**src/rtl/pdm_decimator.sv**
```systemverilog
// pdm_decimator: 1-bit PDM / sigma-delta bitstream to BITDEPTH-bit unsigned PCM
// using an ORDER-stage CIC decimator with ratio R = 2**DECIM_LOG2.
//
// Optional build macro PDM_DECIMATOR_SYNC_EN: when defined, pdm_in and pdm_en
// pass through a 2-flop synchronizer first, and every latency grows by 2 cycles.
//
// Data flow per window:
//   cycle T   : enabled bit with counter = R-1 updates the integrators, closes window
//   cycle T+1 : last integrator value latched into c0
//   cycle T+2 : comb chain evaluated on c0, pcm / pcm_strobe updated (after settle)
//
// Interface: there is no handshake. pcm_strobe is a one-cycle valid pulse with no
// ready; pcm holds its value between strobes, so a consumer either takes pcm on
// the strobe or reads the held value later.
//
// Internal width W = ORDER*DECIM_LOG2 + 1 must be at least BITDEPTH + 1.
module pdm_decimator #(
  parameter int BITDEPTH   = 12,
  parameter int DECIM_LOG2 = 8,
  parameter int ORDER      = 3
) (
  input  logic                clk,
  input  logic                rst,
  input  logic                pdm_en,
  input  logic                pdm_in,
  output logic [BITDEPTH-1:0] pcm,
  output logic                pcm_strobe,
  output logic                settled
);

  localparam int W = ORDER * DECIM_LOG2 + 1;

  logic bit_en;
  logic bit_val;

`ifdef PDM_DECIMATOR_SYNC_EN
  logic [1:0] en_sync_q, en_sync_d;
  logic [1:0] in_sync_q, in_sync_d;

  // Shift the asynchronous pins through two flops each.
  always_comb begin
    en_sync_d = {en_sync_q[0], pdm_en};
    in_sync_d = {in_sync_q[0], pdm_in};
  end

  // Synchronizer flops, cleared by reset so no stale bit survives it.
  always_ff @(posedge clk) begin
    if (rst) begin
      en_sync_q <= 2'b00;
      in_sync_q <= 2'b00;
    end else begin
      en_sync_q <= en_sync_d;
      in_sync_q <= in_sync_d;
    end
  end

  assign bit_en  = en_sync_q[1];
  assign bit_val = in_sync_q[1];
`else
  assign bit_en  = pdm_en;
  assign bit_val = pdm_in;
`endif

  // Integrators, decimation counter and window-close flag.
  logic [W-1:0]          integ_q [ORDER];
  logic [W-1:0]          integ_d [ORDER];
  logic [DECIM_LOG2-1:0] cnt_q, cnt_d;
  logic                  close_q, close_d;

  // Comb input latch, evaluate flag and per-stage delay registers.
  logic [W-1:0]          c0_q, c0_d;
  logic                  eval_q, eval_d;
  logic [W-1:0]          dly_q [ORDER];
  logic [W-1:0]          dly_d [ORDER];

  // Settle counter and registered outputs.
  logic [2:0]            settle_q, settle_d;
  logic [BITDEPTH-1:0]   pcm_q, pcm_d;
  logic                  strobe_q, strobe_d;
  logic                  settled_q, settled_d;

  // Comb chain intermediates.
  logic [W-1:0]          comb_in [ORDER];
  logic [W-1:0]          comb_acc;
  logic [W-1:0]          y;
  logic [BITDEPTH:0]     y_top;
  logic [BITDEPTH-1:0]   pcm_sat;
  logic                  unused_y;

  // Integrator cascade and window counter; gaps with bit_en=0 freeze everything.
  always_comb begin
    for (int k = 0; k < ORDER; k++) integ_d[k] = integ_q[k];
    cnt_d   = cnt_q;
    close_d = 1'b0;
    if (bit_en) begin
      integ_d[0] = integ_q[0] + W'(bit_val);
      for (int k = 1; k < ORDER; k++) integ_d[k] = integ_q[k] + integ_q[k-1];
      cnt_d   = cnt_q + 1'b1;
      close_d = (cnt_q == '1);
    end
  end

  // Comb chain: each stage subtracts its delayed input; wrap-around is intended.
  always_comb begin
    comb_acc = c0_q;
    for (int k = 0; k < ORDER; k++) begin
      comb_in[k] = comb_acc;
      comb_acc   = comb_acc - dly_q[k];
    end
    y        = comb_acc;
    // Only the top BITDEPTH+1 bits reach pcm; the rest are truncated away.
    unused_y = ^y;
    y_top    = y[W-1 -: BITDEPTH+1];
    // The top bit is set only for y = R**ORDER (all-ones input), which saturates.
    pcm_sat  = y_top[BITDEPTH] ? '1 : y_top[BITDEPTH-1:0];
  end

  // Latch c0 after a window closes, then run the combs and gate output on settle.
  always_comb begin
    c0_d      = close_q ? integ_q[ORDER-1] : c0_q;
    eval_d    = close_q;
    for (int k = 0; k < ORDER; k++) dly_d[k] = dly_q[k];
    settle_d  = settle_q;
    pcm_d     = pcm_q;
    strobe_d  = 1'b0;
    settled_d = settled_q;
    if (eval_q) begin
      for (int k = 0; k < ORDER; k++) dly_d[k] = comb_in[k];
      if (settle_q == 3'(ORDER)) begin
        pcm_d     = pcm_sat;
        strobe_d  = 1'b1;
        settled_d = 1'b1;
      end else begin
        settle_d  = settle_q + 3'd1;
      end
    end
  end

  // All filter state and outputs; reset discards any partial window.
  always_ff @(posedge clk) begin
    if (rst) begin
      for (int k = 0; k < ORDER; k++) begin
        integ_q[k] <= '0;
        dly_q[k]   <= '0;
      end
      cnt_q     <= '0;
      close_q   <= 1'b0;
      c0_q      <= '0;
      eval_q    <= 1'b0;
      settle_q  <= 3'd0;
      pcm_q     <= '0;
      strobe_q  <= 1'b0;
      settled_q <= 1'b0;
    end else begin
      for (int k = 0; k < ORDER; k++) begin
        integ_q[k] <= integ_d[k];
        dly_q[k]   <= dly_d[k];
      end
      cnt_q     <= cnt_d;
      close_q   <= close_d;
      c0_q      <= c0_d;
      eval_q    <= eval_d;
      settle_q  <= settle_d;
      pcm_q     <= pcm_d;
      strobe_q  <= strobe_d;
      settled_q <= settled_d;
    end
  end

  assign pcm        = pcm_q;
  assign pcm_strobe = strobe_q;
  assign settled    = settled_q;

endmodule

```
**config.mk**
```make
export PLATFORM = sky130hd
export DESIGN_NAME = pdm_decimator
export DESIGN_NICKNAME = d
export VERILOG_FILES = /design/src/rtl/pdm_decimator.sv
export SDC_FILE = /design/constraint.sdc
export NUM_CORES = 1
export LEC_CHECK = 0
export CAP_MARGIN = 20
export CORE_MARGIN = 10
export CORE_UTILIZATION = 64
export CTS_BUF_LIST = sky130_fd_sc_hd__clkbuf_4 sky130_fd_sc_hd__clkbuf_8 sky130_fd_sc_hd__clkbuf_16
export DETAILED_ROUTE_END_ITERATION = 6
export DONT_BUFFER_PORTS = 1
export PLACE_DENSITY = 0.88
export SLEW_MARGIN = 25
export SYNTH_ARGS = -nofsm -noshare
export SYNTH_HDL_FRONTEND = slang
export SYNTH_SLANG_ARGS = --single-unit
```
**constraint.sdc**
```tcl
create_clock -name clk -period 7.3 [get_ports clk]
set_input_delay 1.46 -clock clk [delete_from_list [all_inputs] [get_ports clk]]
set_output_delay 1.46 -clock clk [all_outputs]
set_load 0.01 [all_outputs]
```
* Yosys cells after proc, flatten, opt, wreduce, memory -nomap -nowiden *
Memory sizes are Yosys's and may differ from the RTL's.
Index checks and enable logic that the tools add are counted.

storage, ports and cells
  register bits = 52
  memory bits (writable) = 150
  input port bits = 4
  word-level logic and storage cells = 46
  memories kept = 2

operators by class
  add/subtract/negate cells = 8
  equal/unequal tests = 2
  muxes and demuxes = 13
  bitwise operators = 9
  reductions and logical operators = 4

memories
  memory   words  bits a word  read ports  clocked after memory_dff  write ports  line  source
  dly_q    3      25           3           0                         3            73    logic [W-1:0] dly_q [ORDER];
  integ_q  3      25           3           0                         3            65    logic [W-1:0] integ_q [ORDER];

operator list
  cell                                           count
  two-way mux 25 bit                             6
  two-way mux 75 bit                             2
  subtractor 25 bit                              3
  adder 25 bit                                   2
  adder 25 x 1 -> 25 bit                         1
  two-way mux 12 bit                             1
  adder 8 x 1 -> 8 bit, second input constant    1
  == test 8 bit, second input constant           1
  bitwise OR 1 bit                               6
  two-way mux 1 bit                              4
  AND reduction 2 bit                            2
  OR reduction 2 bit                             2
  adder 3 x 1 -> 3 bit, second input constant    1
  == test 3 x 2 -> 1 bit, second input constant  1
  NOT 1 bit                                      3

* Depth between registers and ports, before layout *
Gate-level depths: netlist of run 1.

  depth after elaboration = 4
  gate-level depth with buffers = 31
  mapped depth without buffers = 30

* Worst setup path after synthesis of run 1 *
OpenSTA, ideal clock, no wires.

  path kind = flip-flop to flip-flop
  start point = memory dly_q[0][1] (netlist name)
  end point = register pcm_q[10] (netlist: pcm[10])
  library setup time = 0.150 ns
  arrival time = 6.137 ns
  slack = 1.013 ns
  stages on the path, launching flop included = 31
  buffers on the path = 1
  period minus slack after synthesis = 6.287 ns
  path through = dfxtp_1 > inv_1 > ha_1 > nor2b_1 > o21ai_0 > a21boi_0 > o21ai_0 > a2111oi_0 > or3_1 > a21oi_1 > a2bb2oi_1 > nor2b_1 > xnor2_1 > ha_1 > nand4_1 > a2111oi_0 > o21a_1 > o21a_1 > nor2_1 > xnor2_1 > ha_1 > a21oi_1 > o22ai_1 > a211o_1 > a21oi_1 > o21ai_0 > o41ai_1 > xor2_1 > xnor2_1 > buf_6 > a31oi_2

RTL lines
  what                    line  source
  start: declaration      73
  end signal: assignment  164   pcm_q <= pcm_d;
  end: declaration        78    logic [BITDEPTH-1:0] pcm_q, pcm_d;

==> metrics.md, run 1 <==
| Metric | Value |
|---|---|
| Placed cell count | roughly 1,700 |
| FILL cells | ~1,400 |
| Routed vias | around 10,000 |
| Clock buffer depth | 3 |
| Die H | about 160 µm |
| Ys flop type | dfxtp_1 |
| Core box area | approximately 19,000 µm² |
| First-pass GRT wire length | approximately 43,000 µm |
| Total track usage | 0.1855 |
| Syn Nets | about 1,600 |
| Post CTS Setup Buffer Count | 0 |
| Ports | 18 |
| DRT iter0 DRCs | 549 |
| CP endpoint kind | register |
| Post_cts resized | 0 |
| Nets | ~1,600 |
| Largest net degree at the start of global routing | 200 |
| Reg2Reg Launch Point | c0_q[1]$_SDFFE_PP0P_ |
| Synth area leader | dfxtp_1 |
| Vias in the first global route | a little under 10,000 |
| Clock sink count | around 200 |
| Cts bufs inserted | 23 |
| Number of synthesis warnings | 0 |
| RSZ-0062 raised after global routing | false |
| Post-route minimum period | between 6 and 7 ns |
| Maximum fanout along the worst path | 12 |
| Post-synth ARST share | 0 |
| GRT overflow | 0 |
| Most frequent cells in the layout | nor2_1, dfxtp_1, mux2i_1 |
| Final Cycle Share | 0.9257 |
| Clock network latency to the later pin of the worst-skew pair | 0.52 ns |
| Final hold vios | 0 |
| Worst Hold Class | register to register |
| Final GP Congestion | approximately 0.86 |
| Total Neg Setup Slack | 0 ns |
| Crit path from | c0_q[1]$_SDFFE_PP0P_ |
| Worst EP arrival | 7.10 ns |
| Ratio of cells with drive above 1 in the final layout | 0.05582 |
| Drt first pass iters | 5 |
| Vias per cell | around 5.8 |
| Drt total wl | approximately 25,000 µm |
| Root Buffer | clkbuf_16 |
| Worst hold start | dly_q[0][46]$_SDFFE_PP0P_ |
| Worst Max-Slew Pin Slew | 0.9055 ns |
| Antenna diodes | 0 |
| Setup Crit Path Kind | register to register |
| Synthesized flop and latch total | between 200 and 250 |
| Critical Path RT | 7.65 ns |
| H-tree Lvls | 1 |
| WL/cell | 14.29 µm |
| Rows | 51 |
| Register area share after synthesis | 0.3192 |
| Post-DP HPWL | between 15,000 and 20,000 µm |
| Initial Utilization | 0.6510 |
| Post-synth cell types | 66 |
| Die X | about 160 µm |
| Layout overhead on the synthesized area | 7.456% |
| Port buffer count | 0 |
| Final ANT Viol Nets | 0 |
| Synthesized area per cell | 8.578 µm² |
| Top cells by area, synth | dfxtp_1, ha_1, mux2i_1 |
| VDD IR max | 176.7 µV |
| Die ar. | about 26,000 µm² |
| CTS clk-pin slew, worst paths | about 0.06 ns |
| Synthesized cell area | about 13,000 µm² |
| Max-slew violations | 0 |
| CP startpoint kind | register |
| Fmax | 148.0 MHz |
| Most common cell after layout, fill and taps aside | nor2_1 |
| Reg area | just over 4000 µm² |
| Slowest cell on crit path | dfxtp_1 |
| Multi-input gate area | around 8000 µm² |
| Final Setup Violations | 0 |
| Skew final | 0.01048 ns |
| Clock tree from TritonCTS | built |
| Pwr Density | about 170 nW/µm² |
| Hold-fix buffers at CTS | 0 |
| Post-route DRC | 0 |
| Initial antenna violation count | 0 |
| Leakage | approximately 5.7 nW |
| Status | complete, no violations |
| Worst slew margin | 0.3963 |
| EDFF count, synth | 0 |
| Area share of the largest cell type after synthesis | 0.3192 |
| Mapped Cells | about 1,500 |
| MaxCap Viol Count | 0 |
| Non-filler cells in the finished layout | 1,734 |
| Crit-path max cell delay | around 0.41 ns |
-- final timing paths --
kind	end	slack (ns)	depth (start not counted)
hold / removal	dly_q[0][46]$_SDFFE_PP0P_	0.47	2
setup reg to reg	pcm[11]$_SDFFE_PP0P_	0.54	30
hold reg to reg	dly_q[0][46]$_SDFFE_PP0P_	0.47	2
setup / recovery	pcm[11]$_SDFFE_PP0P_	0.54	30
-- cell type report --
type / count / share of cell area
timing repair buffer: 4 / 0.002206
clock inverter: 8 / 0.005238
inverter: 108 / 0.02978
sequential: 202 / 0.2973
multi-input combinational: 1113 / 0.5905
clock buffer: 34 / 0.05064
tap: 265 / 0.02435
-- cells by family after synthesis --
group | synth area share
and+or+nand+nor | 0.1576
xor gates and xnor gates | 0.07802
AOI/OAI and AO/OA | 0.1618
buffers and inverters | 0.04859
muxes | 0.1061
adders and majority gates | 0.1288
DFF | 0.3192
-- Yosys cell counts (19+ instances only) --
master    count
nand2b_1     19
clkbuf_1     34
nor2_1      215
inv_1       108
xor2_1       47
nand2_1      58
a21o_1       38
ha_1        124
nor3_1       28
nand3_1      24
o21ai_0      56
a21oi_1      82
mux2i_1     132
xnor2_1      64
o21a_1       24
buf_1        19
dfxtp_1     202
-- critical path, delay by kind of cell (launching register included) --
family / cells / cell delay [ns]
adders and majority gates: 3 / 0.85
DFF: 1 / 0.41
and+or+nand+nor: 5 / 1.13
xor gates and xnor gates: 4 / 0.62
AOI/OAI and AO/OA: 17 / 3.34
buffers and inverters: 1 / 0.23
-- metal layers --
metal / GRT usage / up-vias / routed length, µm
li1: - / 5111 / -
met1: 0.2269 / 4643 / 11250
met2: 0.3260 / 189 / 11950
met3: 0.02965 / 57 / 933
met4: 0.05873 / 0 / 641
met5: 0 / - / 0
-- registers in the layout (all words and copies together) (netlist names) --
| name | cells |
|---|---|
| pcm | 12 |
| cnt_q | 8 |
| settle_q | 3 |
| eval_q | 1 |
| c0_q | 25 |
| settled | 1 |
| dly_q | 75 |
| pcm_strobe | 1 |
| integ_q | 75 |
| close_q | 1 |
-- where the power goes --
group | switching, mW | leakage, nW | total [mW] | internal, mW
Clock | 0.457 | 0.385 | 1.15 | 0.690
Combinational | 0.0115 | 3.65 | 0.0254 | 0.0138
Sequential | 0.00494 | 1.63 | 1.11 | 1.11
-- stage by stage --
stage / instance area [µm²] / power [mW] / worst slack [ns] / hold slack (ns) / utilization
final: 13610 / 2.284 / 0.5422 / 0.4733 / 0.6995
after CTS: 13590 / 2.303 / 0.1164 / 0.4695 / 0.6980
after detailed placement: 12820 / 1.162 / 0.2152 / 0.4581 / 0.6590
after floorplan: 12670 / 1.178 / 1.013 / 0.4194 / -
after global routing: 13610 / 2.355 / 0.0008216 / 0.4928 / 0.6995
after global placement: 12820 / 1.160 / 0.5116 / 0.4341 / 0.6590
Note: power is estimated with default switching activity, not from simulation.
==> inputs of run 2 (changes only) <==
--- a/config.mk
+++ b/config.mk
@@ -11,8 +11,8 @@
 export CTS_BUF_LIST = sky130_fd_sc_hd__clkbuf_4 sky130_fd_sc_hd__clkbuf_8 sky130_fd_sc_hd__clkbuf_16
 export DETAILED_ROUTE_END_ITERATION = 6
 export DONT_BUFFER_PORTS = 1
+export GPL_TIMING_DRIVEN = 0
 export PLACE_DENSITY = 0.88
-export SLEW_MARGIN = 25
 export SYNTH_ARGS = -nofsm -noshare
 export SYNTH_HDL_FRONTEND = slang
 export SYNTH_SLANG_ARGS = --single-unit
==> metrics.md, run 2 (synthesis gave the netlist of run 1 again) <==
| Metric | Value |
|---|---|
| Initial antenna violation count | 0 (unchanged) |
| Met3 usage | 0.02889 (was 0.02965) |
| WL/cell | 15.84 µm (was 14.29 µm) |
| Status | complete, no violations (unchanged) |
| Critical Path RT | 7.66 ns (was 7.65 ns) |
| Max-slew violations | 0 (unchanged) |
| Ports | 18 (unchanged) |
| Most frequent cells in the layout | nor2_1, dfxtp_1, mux2i_1 (unchanged) |
| Final Hold Slack | 0.4474 ns (was 0.4733 ns) |
| M1 GR Usage | 0.2409 (was 0.2269) |
| Die H | 160.7 µm (unchanged) |
| Worst EP arrival | 7.21 ns (was 7.10 ns) |
| Maximum fanout along the worst path | 10 (was 12) |
| Setup Crit Path Kind | register to register (unchanged) |
| Crit-path max cell delay | 0.43 ns (was 0.41 ns) |
| Drt first pass iters | 5 (unchanged) |
| DRT iter0 DRCs | 669 (was 549) |
| Clock group share of total power | 0.510 (was 0.502) |
| Core box area | 19,460 µm² (unchanged) |
| Final hold vios | 0 (unchanged) |
| Net switching power | 0.5188 mW (was 0.4737 mW) |
| Final GP Congestion | 0.9166 (was 0.8562) |
| GRT overflow | 0 (unchanged) |
| Drt total wl | 28,220 µm (was 24,780 µm) |
| Nets | 1,635 (was 1,584) |
| Internal power | 1.882 mW (was 1.810 mW) |
| Clock buffer depth | 3 (unchanged) |
| Worst Max-Slew Pin Slew | 1.004 ns (was 0.9055 ns) |
| Clock tree from TritonCTS | built (unchanged) |
| Root Buffer | clkbuf_16 (unchanged) |
| CP startpoint kind | register (unchanged) |
| Most common cell after layout, fill and taps aside | nor2_1 (unchanged) |
| Routed vias | 10,390 (was 10,000) |
| Pwr Density | 173.0 nW/µm² (was 167.8 nW/µm²) |
| Switching Share | 0.2161 (was 0.2074) |
| Pre-CTS setup slack | -0.2523 ns (was 0.2152 ns) |
| Initial Utilization | 0.6510 (unchanged) |
| H-tree Lvls | 1 (unchanged) |
| Sequential share of power | 0.463 (was 0.487) |
| CTS clk-pin slew, worst paths | 0.06 ns (about the same) |
| Vias per cell | 5.831 (was 5.767) |
| Vias in the first global route | 10,270 (was 9,761) |
| PnR worst setup slack | 0.4542 ns (was 0.5422 ns) |
| Slowest cell on crit path | dfxtp_1 (unchanged) |
| Logic pwr share | 0.027 (was 0.011) |
| Ratio of cells with drive above 1 in the final layout | 0.05208 (was 0.05582) |
| Total track usage | 0.2126 (was 0.1855) |
| Skew final | 0.01874 ns (was 0.01048 ns) |
| Dpl cell area | 13,000 µm² (was 12,820 µm²) |
| Final Setup Violations | 0 (unchanged) |
| Crit-path most repeated cell | ha_1 |
| Clock network latency to the later pin of the worst-skew pair | 0.53 ns (was 0.52 ns) |
| Antenna diodes | 0 (unchanged) |
| Largest net degree at the start of global routing | 13 (was 200) |
| Final Cycle Share | 0.9378 (was 0.9257) |
| Fmax | 146.1 MHz (was 148.0 MHz) |
| Worst Hold Class | register to register (unchanged) |
| Cts bufs inserted | 23 (unchanged) |
| Final Power | 2.401 mW (was 2.284 mW) |
| First-pass GRT wire length | 47,380 µm (was 42,940 µm) |
| MaxCap Viol Count | 0 (unchanged) |
| Post-route minimum period | 6.846 ns (was 6.758 ns) |
| Post-DP HPWL | 20,440 µm (was 16,940 µm) |
| Die ar. | 25,820 µm² (unchanged) |
| VDD IR max | 153.0 µV (was 176.7 µV) |
| Layer with the highest usage | met2 (unchanged) |
| Worst slew margin | 0.3307 (was 0.3963) |
| Biggest regs | dly_q: 75 flops, integ_q: 75 flops, c0_q: 25 flops (unchanged) |
| Die X | 160.7 µm (unchanged) |
| Leakage | 5.739 nW (was 5.660 nW) |
| Final Cell Area | 13,880 µm² (was 13,610 µm²) |
| CP endpoint kind | register (unchanged) |
| Post-route DRC | 0 (unchanged) |
| Met2 Track Usage GR | 0.3966 (was 0.3260) |
| Hold-fix buffers at CTS | 0 (unchanged) |
| Port buffer count | 0 (unchanged) |
| Final ANT Viol Nets | 0 (unchanged) |
| Layout overhead on the synthesized area | 9.550% (was 7.456%) |
| Clock sink count | 202 (unchanged) |
| Rows | 51 (unchanged) |
| RSZ-0062 raised after global routing | false (unchanged) |
[run 2: path summary, 6_finish.rpt]
kind,cells after the start,from,slack (ns),to
setup / recovery,30,c0_q[1]$_SDFFE_PP0P_,0.45,pcm[5]$_SDFFE_PP0P_
hold / removal,2,cnt_q[7]$_SDFFE_PP0P_,0.45,close_q$_SDFF_PP0_
setup reg to reg,30,c0_q[1]$_SDFFE_PP0P_,0.45,pcm[5]$_SDFFE_PP0P_
hold reg to reg,2,cnt_q[7]$_SDFFE_PP0P_,0.45,close_q$_SDFF_PP0_
[run 2: layer usage]
layer  wire length, µm  vias up
li1                  -     5208
met1             11990     4871
met2             13970      243
met3              1240       68
met4              1019        0
met5                 0        -
[run 2: metrics by stage]
step	instances	util	setup TNS [ns]
after floorplan	1477	-	0
after global placement	1742	0.6680	0
after detailed placement	1742	0.6680	-2.569
after CTS	1781	0.7103	0
after global routing	1782	0.7131	0
final	1782	0.7131	0
[run 2: layout make-up]
class / count / area (µm²)
Multi-Input combinational cell: 1113 / 8073
Fill cell: 1400 / 5583
Sequential cell: 202 / 4044
Clock buffer: 32 / 680.7
Inverter: 108 / 405.4
Tap cell: 265 / 331.6
Buffer: 54 / 210.2
Clock inverter: 7 / 127.6
Timing Repair Buffer: 1 / 7.507
[run 2: what timing repair did]
action	in CTS	in global routing
buffers inserted	0	1
pin swaps	0	2
resized for setup	3	11
endpoints found under the setup margin	12	12
hold endpoints to repair	0	0
[run 2: worst max-delay path, delay by kind of cell (launching register included)]
family / cells / cell delay, ns
flops: 1 / 0.43
buf+inv: 1 / 0.21
fa+ha+maj: 3 / 0.87
compound gates: 17 / 3.39
xor+xnor: 4 / 0.74
simple gates: 5 / 1.06
[run 2: power groups by stage]
stage	logic [mW]	clock network (mW)	registers, mW
floorplan	0.0432	0	1.13
global placement	0.0617	0	1.14
detailed placement	0.0637	0	1.14
CTS	0.0642	1.23	1.11
global route	0.0704	1.28	1.11
finish	0.0645	1.22	1.11
